## src/rtl/counter_pkg.sv

```systemverilog
// counter_pkg
// Shared constants and helpers for the up/down modulus counter.
//   DIR_UP / DIR_DOWN    : encodings of the dir input
//   MODE_WRAP / MODE_SAT : encodings of the sat input
//   clamp()              : min(value, limit), used by the load path and by the
//                          runtime-max handling in the next-state logic
package counter_pkg;

    localparam logic DIR_UP    = 1'b1;
    localparam logic DIR_DOWN  = 1'b0;
    localparam logic MODE_WRAP = 1'b0;
    localparam logic MODE_SAT  = 1'b1;

    // Widest counter the helper supports; callers zero-extend into it and
    // truncate the result back to their own WIDTH.
    localparam int CNT_MAX_W = 32;

    function automatic logic [CNT_MAX_W-1:0] clamp(
        input logic [CNT_MAX_W-1:0] value,
        input logic [CNT_MAX_W-1:0] limit
    );
        return (value > limit) ? limit : value;
    endfunction

endpackage

```

## src/rtl/counter_next.sv

```systemverilog
// counter_next
// Combinational next-count logic for counter_updown_mod.
// Ports:
//   q        in  WIDTH  current count
//   dir      in  1      1 = up, 0 = down
//   sat      in  1      1 = saturate at boundary, 0 = wrap
//   max_val  in  WIDTH  terminal value (range 0..max_val)
//   q_next   out WIDTH  count to load if an enabled count happens this edge
//   boundary out 1      current count sits on the terminal value for dir
module counter_next
    import counter_pkg::*;
#(
    parameter int WIDTH = 4
) (
    input  logic [WIDTH-1:0] q,
    input  logic             dir,
    input  logic             sat,
    input  logic [WIDTH-1:0] max_val,
    output logic [WIDTH-1:0] q_next,
    output logic             boundary
);

    logic [WIDTH-1:0] q_clamped;

    // Pulls q back into range if max_val was lowered below it at runtime.
    assign q_clamped = WIDTH'(clamp(CNT_MAX_W'(q), CNT_MAX_W'(max_val)));

    always_comb begin
        q_next   = q;
        boundary = 1'b0;
        if (dir == DIR_UP) begin
            // ">=" rather than "==" so a count stranded above a lowered
            // max_val still terminates instead of running to 2**WIDTH-1.
            boundary = (q >= max_val);
            if (boundary) begin
                q_next = (sat == MODE_SAT) ? q_clamped : '0;
            end else begin
                q_next = q + WIDTH'(1);
            end
        end else begin
            boundary = (q == '0);
            if (boundary) begin
                q_next = (sat == MODE_SAT) ? q : max_val;
            end else begin
                q_next = q - WIDTH'(1);
            end
        end
    end

endmodule

```

## src/rtl/counter_updown_mod.sv

```systemverilog
// counter_updown_mod
// General-purpose up/down counter with runtime modulus, parallel load,
// wrap/saturate mode, registered terminal-count pulse and sticky overflow.
// Ports:
//   clk      in  1      rising-edge clock
//   clr      in  1      asynchronous active-high reset
//   ce       in  1      count enable
//   load     in  1      synchronous load strobe (beats ce)
//   d        in  WIDTH  load value, clamped to max_val
//   dir      in  1      1 = up, 0 = down
//   max_val  in  WIDTH  terminal value
//   sat      in  1      1 = saturate, 0 = wrap
//   ovf_clr  in  1      synchronous clear of ovf
//   q        out WIDTH  current count
//   tc       out 1      one-cycle pulse after each boundary event
//   ovf      out 1      sticky, set by a boundary event in saturate mode
module counter_updown_mod
    import counter_pkg::*;
#(
    parameter int               WIDTH     = 4,
    parameter logic [WIDTH-1:0] RESET_VAL = '0
) (
    input  logic             clk,
    input  logic             clr,
    input  logic             ce,
    input  logic             load,
    input  logic [WIDTH-1:0] d,
    input  logic             dir,
    input  logic [WIDTH-1:0] max_val,
    input  logic             sat,
    input  logic             ovf_clr,
    output logic [WIDTH-1:0] q,
    output logic             tc,
    output logic             ovf
);

    logic [WIDTH-1:0] q_next;
    logic [WIDTH-1:0] q_load;
    logic             boundary;
    logic             count_evt;
    logic             bnd_evt;
    logic             ovf_set;

    counter_next #(
        .WIDTH(WIDTH)
    ) u_next (
        .q       (q),
        .dir     (dir),
        .sat     (sat),
        .max_val (max_val),
        .q_next  (q_next),
        .boundary(boundary)
    );

    assign q_load    = WIDTH'(clamp(CNT_MAX_W'(d), CNT_MAX_W'(max_val)));
    assign count_evt = ce & ~load;
    assign bnd_evt   = count_evt & boundary;
    assign ovf_set   = bnd_evt & (sat == MODE_SAT);

    always_ff @(posedge clk or posedge clr) begin
        if (clr) begin
            q   <= RESET_VAL;
            tc  <= 1'b0;
            ovf <= 1'b0;
        end else begin
            if (load) begin
                q <= q_load;
            end else if (ce) begin
                q <= q_next;
            end
            tc  <= bnd_evt;
            // Set has priority over a same-edge clear; load leaves ovf alone.
            ovf <= ovf_set | (ovf & ~ovf_clr);
        end
    end

endmodule

```

## config.mk

```make
export PLATFORM = sky130hd
export DESIGN_NAME = counter_updown_mod
export DESIGN_NICKNAME = d
export VERILOG_FILES = /design/src/rtl/counter_pkg.sv /design/src/rtl/counter_next.sv /design/src/rtl/counter_updown_mod.sv
export SDC_FILE = /design/constraint.sdc
export NUM_CORES = 1
export LEC_CHECK = 0
export ABC_AREA = 1
export BUFFER_PORTS_ARGS = -buffer_cell sky130_fd_sc_hd__buf_2
export CAP_MARGIN = 20
export CORE_ASPECT_RATIO = 1.2
export CORE_MARGIN = 4
export CORE_UTILIZATION = 53
export DETAILED_ROUTE_END_ITERATION = 8
export PLACE_DENSITY = 0.86
export SLEW_MARGIN = 20
export SYNTH_ARGS = -nofsm -noshare
export SYNTH_HDL_FRONTEND = slang
export SYNTH_HIERARCHICAL = 1
export SYNTH_SLANG_ARGS = --single-unit
```

## constraint.sdc

```tcl
create_clock -name clk -period 2.1 [get_ports clk]
set_input_delay 0.21 -clock clk [delete_from_list [all_inputs] [get_ports clk]]
set_output_delay 0.21 -clock clk [all_outputs]
set_load 0.05 [all_outputs]
```

# Word level (Yosys, flattened, before mapping)
# Index checks and enable logic that the tools add are counted.
# W data, S select, Z words.
[classes]
reduce_logical = 3
n_bitwise = 7
magnitude_cmp = 3
eq_ne = 2
muxes = 10
addsub = 2
[ops]
columns = ["op", "count"]
rows = [
  ["$mux W4", 9],
  ["$gt A4 B4 Y1", 2],
  ["$ne A5 B4 Y1 const B", 1],
  ["$add A4 B1 Y4 const B", 1],
  ["$and A1 B1 Y1", 4],
  ["$ge A4 B4 Y1", 1],
  ["$logic_not A4 Y1", 1],
  ["$ne A4 B4 Y1 const B", 1],
  ["$sub A4 B1 Y4 const B", 1],
  ["$reduce_and A3 Y1", 1],
  ["$not A1 Y1", 2],
  ["$reduce_bool A2 Y1", 1],
  ["$mux W1", 1],
  ["$or A1 B1 Y1", 1],
]
[totals]
output_inout_bits = 6
wordCells = 30
reg_bits = 6

# Longest topological paths before layout
# Gate-level depths: netlist (run 1).
[logic_depth]
word_depth = 7
depth_mapped = 15
depth_no_buf = 15

# Hierarchy
# The synthesis (run 1) kept the hierarchy.
[modules_own_cells]
columns = ["module", "area_each_um2", "seq_area_each_um2", "n_inst", "cells_each"]
rows = [
  ["counter_updown_mod", 464.2, 150.1, 1, 68],
  ["counter_next", 427.9, 0.0, 1, 78],
]

# Least setup slack after synthesis (run 1)
# Ideal clock, no wire load.
[synth_timing]
path_type = "reg2reg"
from = "reg q[0]"
to = "reg q[2]"
period_less_slack_ns = 2.036
slack_ns = 0.064
t_required_ns = 2.035
arrival_time_ns = 1.972
stages_incl_launch_ff = 13
setup_ns = 0.065
path_cell_list = "dfrtp_1 > inv_1 > ha_1 > nand4_2 > nand3_2 > nand2_1 > inv_2 > nand3_1 > a21oi_2 > nand3_1 > o21ai_1 > inv_1 > nand2_1"
[synth_via]
elab_chain_cells = 5
elab_cells_between_ends = 13
classes_between = "add/sub: 2; order compare: 2; eq/ne: 2; mux: 5; reduce/logical: 2"
[synth_lines]
columns = ["element", "line_no", "text"]
rows = [
  ["from (decl)", "counter_updown_mod.sv:32", "output logic [WIDTH-1:0] q,"],
  ["from (signal assigned)", "counter_updown_mod.sv:67", "q <= q_load;"],
  ["from (signal assigned)", "counter_updown_mod.sv:69", "q <= q_next;"],
  ["$sub A4 B1 Y4, or another cell as far along", "counter_next.sv:45", "q_next = q - WIDTH'(1);"],
  ["$mux W4, on equally long branches", "counter_next.sv:42, counter_next.sv:35", ""],
  ["$mux W4 *", "counter_next.sv:31", "if (dir == DIR_UP) begin"],
  ["named net q_next[2]", "counter_updown_mod.sv:37", "logic [WIDTH-1:0] q_next;"],
  ["$mux W4 *", "counter_updown_mod.sv:68", "end else if (ce) begin"],
  ["$mux W4 *", "counter_updown_mod.sv:66", "if (load) begin"],
]
# The timed path passes the listed nets; every way through them passes the cells marked *. The select of a mux whose other input is x is not followed.
# A chain may end at the register's enable or synchronous reset.

# Worst setup path after layout (run 1)
[layout_timing]
from = "reg q[3]"
to = "reg q[0]"
[layout_via]
elab_chain_cells = 5
elab_cells_between_ends = 11
classes_between = "order compare: 2; eq/ne: 2; mux: 5; reduce/logical: 2"
[layout_lines]
columns = ["element", "line_no"]
rows = [
  ["$ge A4 B4 Y1 / $logic_not A4 Y1 (equally long branches)", "counter_next.sv:34, counter_next.sv:41"],
  ["$mux W4, on equally long branches", "counter_next.sv:35, counter_next.sv:42"],
  ["$mux W4 *", "counter_next.sv:31"],
  ["named net q_next[0]", "counter_updown_mod.sv:37"],
  ["$mux W4 *", "counter_updown_mod.sv:68"],
  ["$mux W4 *", "counter_updown_mod.sv:66"],
]
# Marked as above.

==> results of run 1 <==
-- cells by family after synthesis --
logic type                 count (synthesis)  synth area share [%]
AOI/OAI and AO/OA                         26                  15.8
and+or+nand+nor                           64                  35.3
xor gates and xnor gates                   2                  1.96
buffers and inverters                     38                  16.0
DFF                                        6                  16.8
adders and majority gates                 10                  14.0
-- cell usage in the layout, fill, tap and decap left out, types with 5 or more instances in the layout --
master    n
nand3_1  18
a21oi_1   7
dfrtp_1   6
buf_2    20
inv_1    33
nand2_2   5
nand2_1  29
o21ai_0   5
ha_1     10
o21ai_1  10
-- per-stage QoR --
step           hold slack [ns]  std cells
2_1_floorplan         0.000959        146
3_3_place_gp             0.123        185
3_5_place_dp             0.131        185
4_1_cts                  0.122        189
5_1_grt                  0.138        189
6_report                 0.127        189
-- worst max-delay path, delay by kind of cell, from the launching register on --
kind | cells | cell delay (ns)
buf+inv | 1 | 0.05
flops | 1 | 0.48
compound gates | 4 | 0.48
fa+ha+maj | 1 | 0.38
simple gates | 4 | 0.46
-- flip-flops by register name (all words and copies together) (netlist names) --
register  count
q             4
ovf           1
tc            1
-- worst max-delay path by stage --
stage / start / to / slack [ns] / cells past startpoint
finish: q[3]$_DFFE_PP0P_ / q[0]$_DFFE_PP0P_ / 0.18 / 10
global route: q[3]$_DFFE_PP0P_ / q[3]$_DFFE_PP0P_ / 0.03 / 11
CTS: q[3]$_DFFE_PP0P_ / q[3]$_DFFE_PP0P_ / 0.21 / 13
detailed placement: q[3]$_DFFE_PP0P_ / q[3]$_DFFE_PP0P_ / 0.23 / 13
global placement: q[3]$_DFFE_PP0P_ / q[3]$_DFFE_PP0P_ / 0.23 / 13
floorplan: q[0]$_DFFE_PP0P_ / q[2]$_DFFE_PP0P_ / 0.06 / 12
-- timing repair --
item	4_1_cts	5_1_grt
resized for setup	0	0
hold buffers	1	0
hold endpoints to repair	6	0
-- layout make-up --
class                   count  area, um2
clock buffers               3       22.5
multi-input cells         102        599
inverters                  38        143
flip-flops and latches      6        150
well taps                  17       21.3
repair buffers             23        125
fillers                   131        459
-- power breakdown --
part | internal (mW) | switching, mW
Clock | 0.0647 | 0.0418
Sequential | 0.134 | 0.0252
Combinational | 0.162 | 0.307
Total | 0.360 | 0.374
-- layer usage --
metal	vias to the layer above	global-route usage, %	part of all wire (%)
li1	523	-	-
met1	457	23.0	41
met2	52	37.0	49
met3	10	5.10	7.3
met4	0	5.85	2.1
met5	-	0	0
==> metrics.txt, run 1 <==
status=completed; Post-synth ARST share=100%; kind of critical path=reg -> reg; VDD IR-drop max=0.000413 V; design area=0.00106 mm2; Detail Placement HPWL=1870 um; total number of vias=1042; number of vias per cell=5.51; register-to-register setup slack=0.18 ns; gr ovfl total=0; CP max-delay cell=dfrtp_1; CTS sink cnt=6; die area=0.00241 mm2; Num CTS Buffers=3; pins over their slew limit=0; Hold Path End=ovf$_DFF_PP0_; Clock Tree Buf Depth=2; WHS Path Cells=2; cell mode on critical path=o21ai_1; Synth Flop Type=dfrtp_1; WL final=2230 um; number of global-route vias before repair=970; crit-path max FO=8; first-pass GRT wire length=3720 um; CTS Root Cell=clkbuf_4; largest net degree at the start of global routing=9; post-synthesis cell count=146; hold path startpoint=ovf_clr; count leader, synth=inv_1; wire length per cell=11.8 um; initial DRC count=20; count of final setup violators=0; area leader, netlist=dfrtp_1; largest cells by area after synthesis=dfrtp_1 17%, ha_1 14%, inv_1 14%; crit end category=flop; top-area cell type share of the netlist area=16.8%; Worst Max-Slew Pin Slew=0.297 ns; R2R depth=10; Ports=21; area grow syn2layout=18.9%; RSZ-0062 raised after global routing=false; CP required=2.28 ns; Tcrit/Tclk final=91.4%; syn nets=171; PnR worst setup slack=0.181 ns; iteration count of the initial detailed-routing pass=4; residual DRC count=0; Chip Width=45.5 um; R2R Path End=q[0]$_DFFE_PP0P_; EDFF count, synth=0; worst reg2reg startpoint=q[3]$_DFFE_PP0P_; clk_lat worst skew=0.24 ns; Cell Chain, Critical Path=ha_1, a21oi_2, nand3_2, nor2_1, a21oi_1, o21ai_1, nand3_1, o21ai_1, inv_1, nand2_1; FF+latch count, synth=6; CTS tree=built; Placer Congestion=1.00; max cap viols=0; Layout Nets=199; fin util=69.8%; ANT nets after route=0; CP Launch Type=flop; synth cell count leaders=33 x inv_1, 29 x nand2_1, 18 x nand3_1; layout cells sized above 1=24.4%; clk_skew=0.00107 ns; pre-CTS worst setup slack=0.233 ns; Clock transition at path regs=0.04 ns; Initial Util=58.7%; Max Fclk=521 MHz; Lkg Pwr=0.635 nW; CTS H-tree depth=1; unique cell type count in the Yosys netlist=24; placed inst area=0.00103 mm2; die height=52.9 um; synth warn=6; total negative slack=0 ns; core area=0.00152 mm2; slowest cell delay on critical path=0.48 ns; row count=15; GRT Total Usage=20.5%; ANT cells=0; postcts setup bufs=0; relative slew slack=80.2%; IO buf count=20; Seq/Total Area, Yosys=16.8%; post-layout min period=1.92 ns; P per Cell Area=691 mW/mm2; min-delay worst type=in -> reg; Power, Total=0.734 mW; syn avg cell area=6.11 um2; Worst Path Arrival=2.10 ns; synthesized area=892 um2; initial antenna violation count=0; Hold Vio Cnt, Final=0
No activity file was read; power rests on OpenSTA's default activity.
==> inputs of run 2 (changes only) <==
--- a/config.mk
+++ b/config.mk
@@ -8,7 +8,6 @@
 export ABC_AREA = 1
 export BUFFER_PORTS_ARGS = -buffer_cell sky130_fd_sc_hd__buf_2
 export CAP_MARGIN = 20
-export CORE_ASPECT_RATIO = 1.2
 export CORE_MARGIN = 4
 export CORE_UTILIZATION = 53
 export DETAILED_ROUTE_END_ITERATION = 8
==> run 2 against run 1 <==
Final area shrank 0.12%. Flip-flop and latch count unchanged. Combinational power about the same. Global-route usage is 0.083 points lower. Maximum frequency fell by 0.71%. Total power up 0.98%. Worst hold slack better by 0.0018 ns. First-iteration DRC count grew 50%. Via count shrank 3.8%. Non-clock buffer count is the same. Die area down 0.11%. Critical path type unchanged. Largest cell class unchanged. Highest routed layer is now met3.
==> metrics.txt, run 2 (synthesis gave the netlist of run 1 again) <==
total negative slack=0 ns; Worst Path Arrival=2.12 ns; crit end category=flop; Initial Util=57.9%; CTS Root Cell=clkbuf_4; residual DRC count=0; CTS sink cnt=6; pins over their slew limit=0; WL final=2370 um; crit-path max FO=8; Largest Register=q; initial DRC count=30; Clock transition at path regs=0.05 ns; clk_lat worst skew=0.25 ns; ANT cells=0; max cap viols=0; min-delay worst type=in -> reg; core area=0.00154 mm2; clk_skew=0.00476 ns; Placer Congestion=0.886; area grow syn2layout=18.8%; Layout Nets=199; CP required=2.29 ns; die height=49.0 um; CTS tree=built; post-CTS sizing=0; Detail Placement HPWL=1930 um; first-pass GRT wire length=3970 um; largest net degree at the start of global routing=9; number of vias per cell=5.33; number of global-route vias before repair=951; VDD IR-drop max=0.000366 V; initial antenna violation count=0; Hold Vio Cnt, Final=0; hold slack=0.129 ns; fin util=68.8%; wire length per cell=12.6 um; kind of critical path=reg -> reg; Power, Total=0.741 mW; iteration count of the initial detailed-routing pass=4; PnR worst setup slack=0.167 ns; register-to-register setup slack=0.17 ns; Ports=21; count of final setup violators=0; status=completed; gr ovfl total=0; CTS H-tree depth=1; CP Launch Type=flop; Worst Max-Slew Pin Slew=0.284 ns; placed inst area=0.00103 mm2; pre-CTS worst setup slack=0.236 ns; fillcell total=142; Chip Width=49.0 um; GRT Total Usage=20.4%; placed insts=184; layout cells sized above 1=24.4%; P per Cell Area=699 mW/mm2; RSZ-0062 raised after global routing=false; Largest regs=q (4), ovf (1), tc (1); most common cell after layout, fill and taps aside=inv_1; ANT nets after route=0; number of flip-flops in the largest register=4; post-layout min period=1.93 ns; total number of vias=1002; die area=0.00240 mm2; Lkg Pwr=0.635 nW; design area=0.00106 mm2; Tcrit/Tclk final=92.0%; IO buf count=20; row count=14; most frequent cells in the layout=33 x inv_1, 29 x nand2_1, 20 x buf_2; relative slew slack=81.0%; Clock Tree Buf Depth=2; Max Fclk=517 MHz; Num CTS Buffers=3; Post-Layout Cell Count=188
==> run 2: cell counts in the layout (fill, tap and decap cells not counted) <==
Identical to the previous run, type by type.
==> run 2: per-layer routing <==
layer	GRT usage (%)	routed length, um
met1	22.9	963
met2	38.7	1270
met3	5.50	140
met4	2.69	0
met5	0	0
==> run 2: area by class of cell <==
class | instances | area [um2] | share of cell area (%)
clock buffer | 3 | 22.5 | 2.13
inverter | 38 | 143 | 13.5
multi-input combinational | 102 | 599 | 56.6
sequential | 6 | 150 | 14.2
tap | 16 | 20.0 | 1.89
timing repair buffer | 23 | 125 | 11.8
==> run 2: worst paths after layout <==
path,from,cells past startpoint,endpoint
worst max register to register,q[3]$_DFFE_PP0P_,10,q[1]$_DFFE_PP0P_
max in group asynchronous,clr,3,ovf$_DFF_PP0_
worst min-delay path,ovf_clr,2,ovf$_DFF_PP0_
worst min register to register,ovf$_DFF_PP0_,2,ovf$_DFF_PP0_
min in group asynchronous,clr,3,q[3]$_DFFE_PP0P_
worst max-delay path,q[3]$_DFFE_PP0P_,10,q[1]$_DFFE_PP0P_
==> run 2: critical path, cell delays in order (launching register included) <==
cell and delay [ns]:
dfrtp_1 0.47, ha_1 0.37, a21oi_2 0.20, nand3_2 0.14, nor2_1 0.21, a21oi_1 0.11, o21ai_1 0.10, nand3_1 0.08
o21ai_1 0.08, inv_1 0.05, nand2_1 0.06
==> run 2: repair_timing <==
| item | in CTS | in global routing |
|---|---|---|
| hold buffers | 1 | 0 |
| buffers inserted | 0 | 0 |
| endpoints found under the hold margin | 6 | 0 |
| setup endpoints to repair | 0 | 0 |
==> run 2: power breakdown <==
| part | leakage [nW] | switching (mW) | internal [mW] | total, mW |
|---|---|---|---|---|
| Clock | 0.0138 | 0.0472 | 0.0650 | 0.112 |
| Combinational | 0.546 | 0.309 | 0.161 | 0.470 |
| Sequential | 0.0752 | 0.0249 | 0.133 | 0.158 |
| Total | 0.635 | 0.381 | 0.359 | 0.741 |
==> inputs of run 3 (changes only) <==
--- a/config.mk
+++ b/config.mk
@@ -11,6 +11,7 @@
 export CORE_MARGIN = 4
 export CORE_UTILIZATION = 53
 export DETAILED_ROUTE_END_ITERATION = 8
+export GPL_TIMING_DRIVEN = 0
 export PLACE_DENSITY = 0.86
 export SLEW_MARGIN = 20
 export SYNTH_ARGS = -nofsm -noshare
==> run 3 against run 2 <==
Maximum frequency down 1.3%. Final area up 1.7%. Via count down 2.3%. Cell count down 1.1%. Non-clock buffer count down 2. Sequential share of layout area down 0.11 points. Sequential power up 9%. Critical endpoint is now q[2]$_DFFE_PP0P_.
==> metrics.txt, run 3 (synthesis gave the netlist of run 1 again) <==
Placer Congestion=0.886; CP Buf/Inv Count=2; Max Fclk=510 MHz; CTS tree=built; Tcrit/Tclk final=93.3%; initial antenna violation count=0; CTS H-tree depth=1; Clock transition at path regs=0.05 ns; IO buf count=20; GRT Total Usage=19.0%; most frequent cells in the layout=32 x inv_1, 29 x nand2_1, 20 x buf_2; postcts setup bufs=0; first-pass GRT wire length=3790 um; Detail Placement HPWL=1810 um; CP required=2.27 ns; gr ovfl total=0; design area=0.00108 mm2; clk_lat worst skew=0.24 ns; CP max-delay cell=dfrtp_1; Ports=21; most common cell after layout, fill and taps aside=inv_1; die height=49.0 um; WL final=2200 um; busiest grt layer=met2; wire length per cell=11.8 um; total negative slack=0 ns; CTS sink cnt=6; number of flip-flops in the largest register=4; M3 GR Usage=3.98%; placed inst area=0.00101 mm2; Largest Register=q; Hold Vio Cnt, Final=0; layout cells sized above 1=25.9%; VDD IR-drop max=0.000484 V; CTS Root Cell=clkbuf_4; Clock Tree Buf Depth=2; CP Launch Type=flop; ANT cells=0; Worst Max-Slew Pin Slew=0.323 ns; slowest cell delay on critical path=0.48 ns; number of vias per cell=5.26; Largest regs=q (4), ovf (1), tc (1); CP delay by family, top=simple AND/OR/NAND/NOR gates; initial DRC count=16; Cell Chain, Critical Path=ha_1, nand2_1, inv_1, nand2_2, nand2_2, nand2_2, nand2_1, nand3_1, a21oi_2, nand3_1, o21ai_1, inv_1, nand2_1; relative slew slack=78.5%; RSZ-0062 raised after global routing=false; min-delay worst type=in -> reg; residual DRC count=0; largest net degree at the start of global routing=9; Lkg Pwr=0.622 nW; crit end category=flop; clk_skew=0.0102 ns; core area=0.00154 mm2; max cap viols=0; M2 GR Usage=37.0%; Chip Width=49.0 um; area grow syn2layout=20.8%; fillcell total=139; ANT nets after route=0; status=completed; iteration count of the initial detailed-routing pass=4; Layout Nets=197; Worst Path Arrival=2.13 ns; total number of vias=979; die area=0.00240 mm2; number of global-route vias before repair=957; Initial Util=57.9%; P per Cell Area=698 mW/mm2; count of final setup violators=0; kind of critical path=reg -> reg; pins over their slew limit=0; Num CTS Buffers=3; row count=14; met1 usage=21.6%; post-layout min period=1.96 ns; crit-path max FO=7
## run 3: layer usage
metal	part of all wire (%)	up-vias	wire length (um)
met5	0	-	0
met2	53	27	1170
met3	4.8	0	106
met1	42	439	924
met4	0	0	0
li1	-	513	-
## run 3: path summary, 6_finish.rpt
path | startpoint | endpoint | slack [ns] | cells past startpoint
max | q[2]$_DFFE_PP0P_ | q[2]$_DFFE_PP0P_ | 0.14 | 13
min | ovf_clr | ovf$_DFF_PP0_ | 0.12 | 2
max reg2reg | q[2]$_DFFE_PP0P_ | q[2]$_DFFE_PP0P_ | 0.14 | 13
min reg2reg | ovf$_DFF_PP0_ | ovf$_DFF_PP0_ | 0.51 | 2
max in group asynchronous | clr | q[0]$_DFFE_PP0P_ | 1.45 | 3
min in group asynchronous | clr | ovf$_DFF_PP0_ | 0.43 | 3
## run 3: layout make-up
cell class	instances	area, um2	share of cell area (%)
clock buffers	3	22.5	2.09
inverters	38	143	13.2
multi-input cells	102	631	58.5
flip-flops and latches	6	151	14.1
well taps	16	20.0	1.86
repair buffers	21	110	10.2
## run 3: metrics by stage
step                      instances  setup slack [ns]  util (%)  power [mW]  hold WS [ns]
after detailed placement        182             0.135      65.7       0.613         0.134
final                           186             0.141      69.9       0.752         0.124
after global placement          182             0.205      65.7       0.591         0.115
after global routing            186          0.000520      69.9       0.818         0.134
after CTS                       186             0.113      67.8       0.721         0.122
after floorplan                 146            0.0636         -       0.504      0.000959
## run 3: power by group
part | leakage [nW] | internal (mW) | switching [mW]
Sequential | 0.0741 | 0.134 | 0.0384
Combinational | 0.534 | 0.166 | 0.309
Clock | 0.0138 | 0.0645 | 0.0399
## run 3: what timing repair did
| item | CTS | global route |
|---|---|---|
| hold buffers | 1 | 0 |
| gates resized for setup | 0 | 6 |
| hold endpoints to repair | 6 | 0 |
| endpoints found under the setup margin | 0 | 4 |
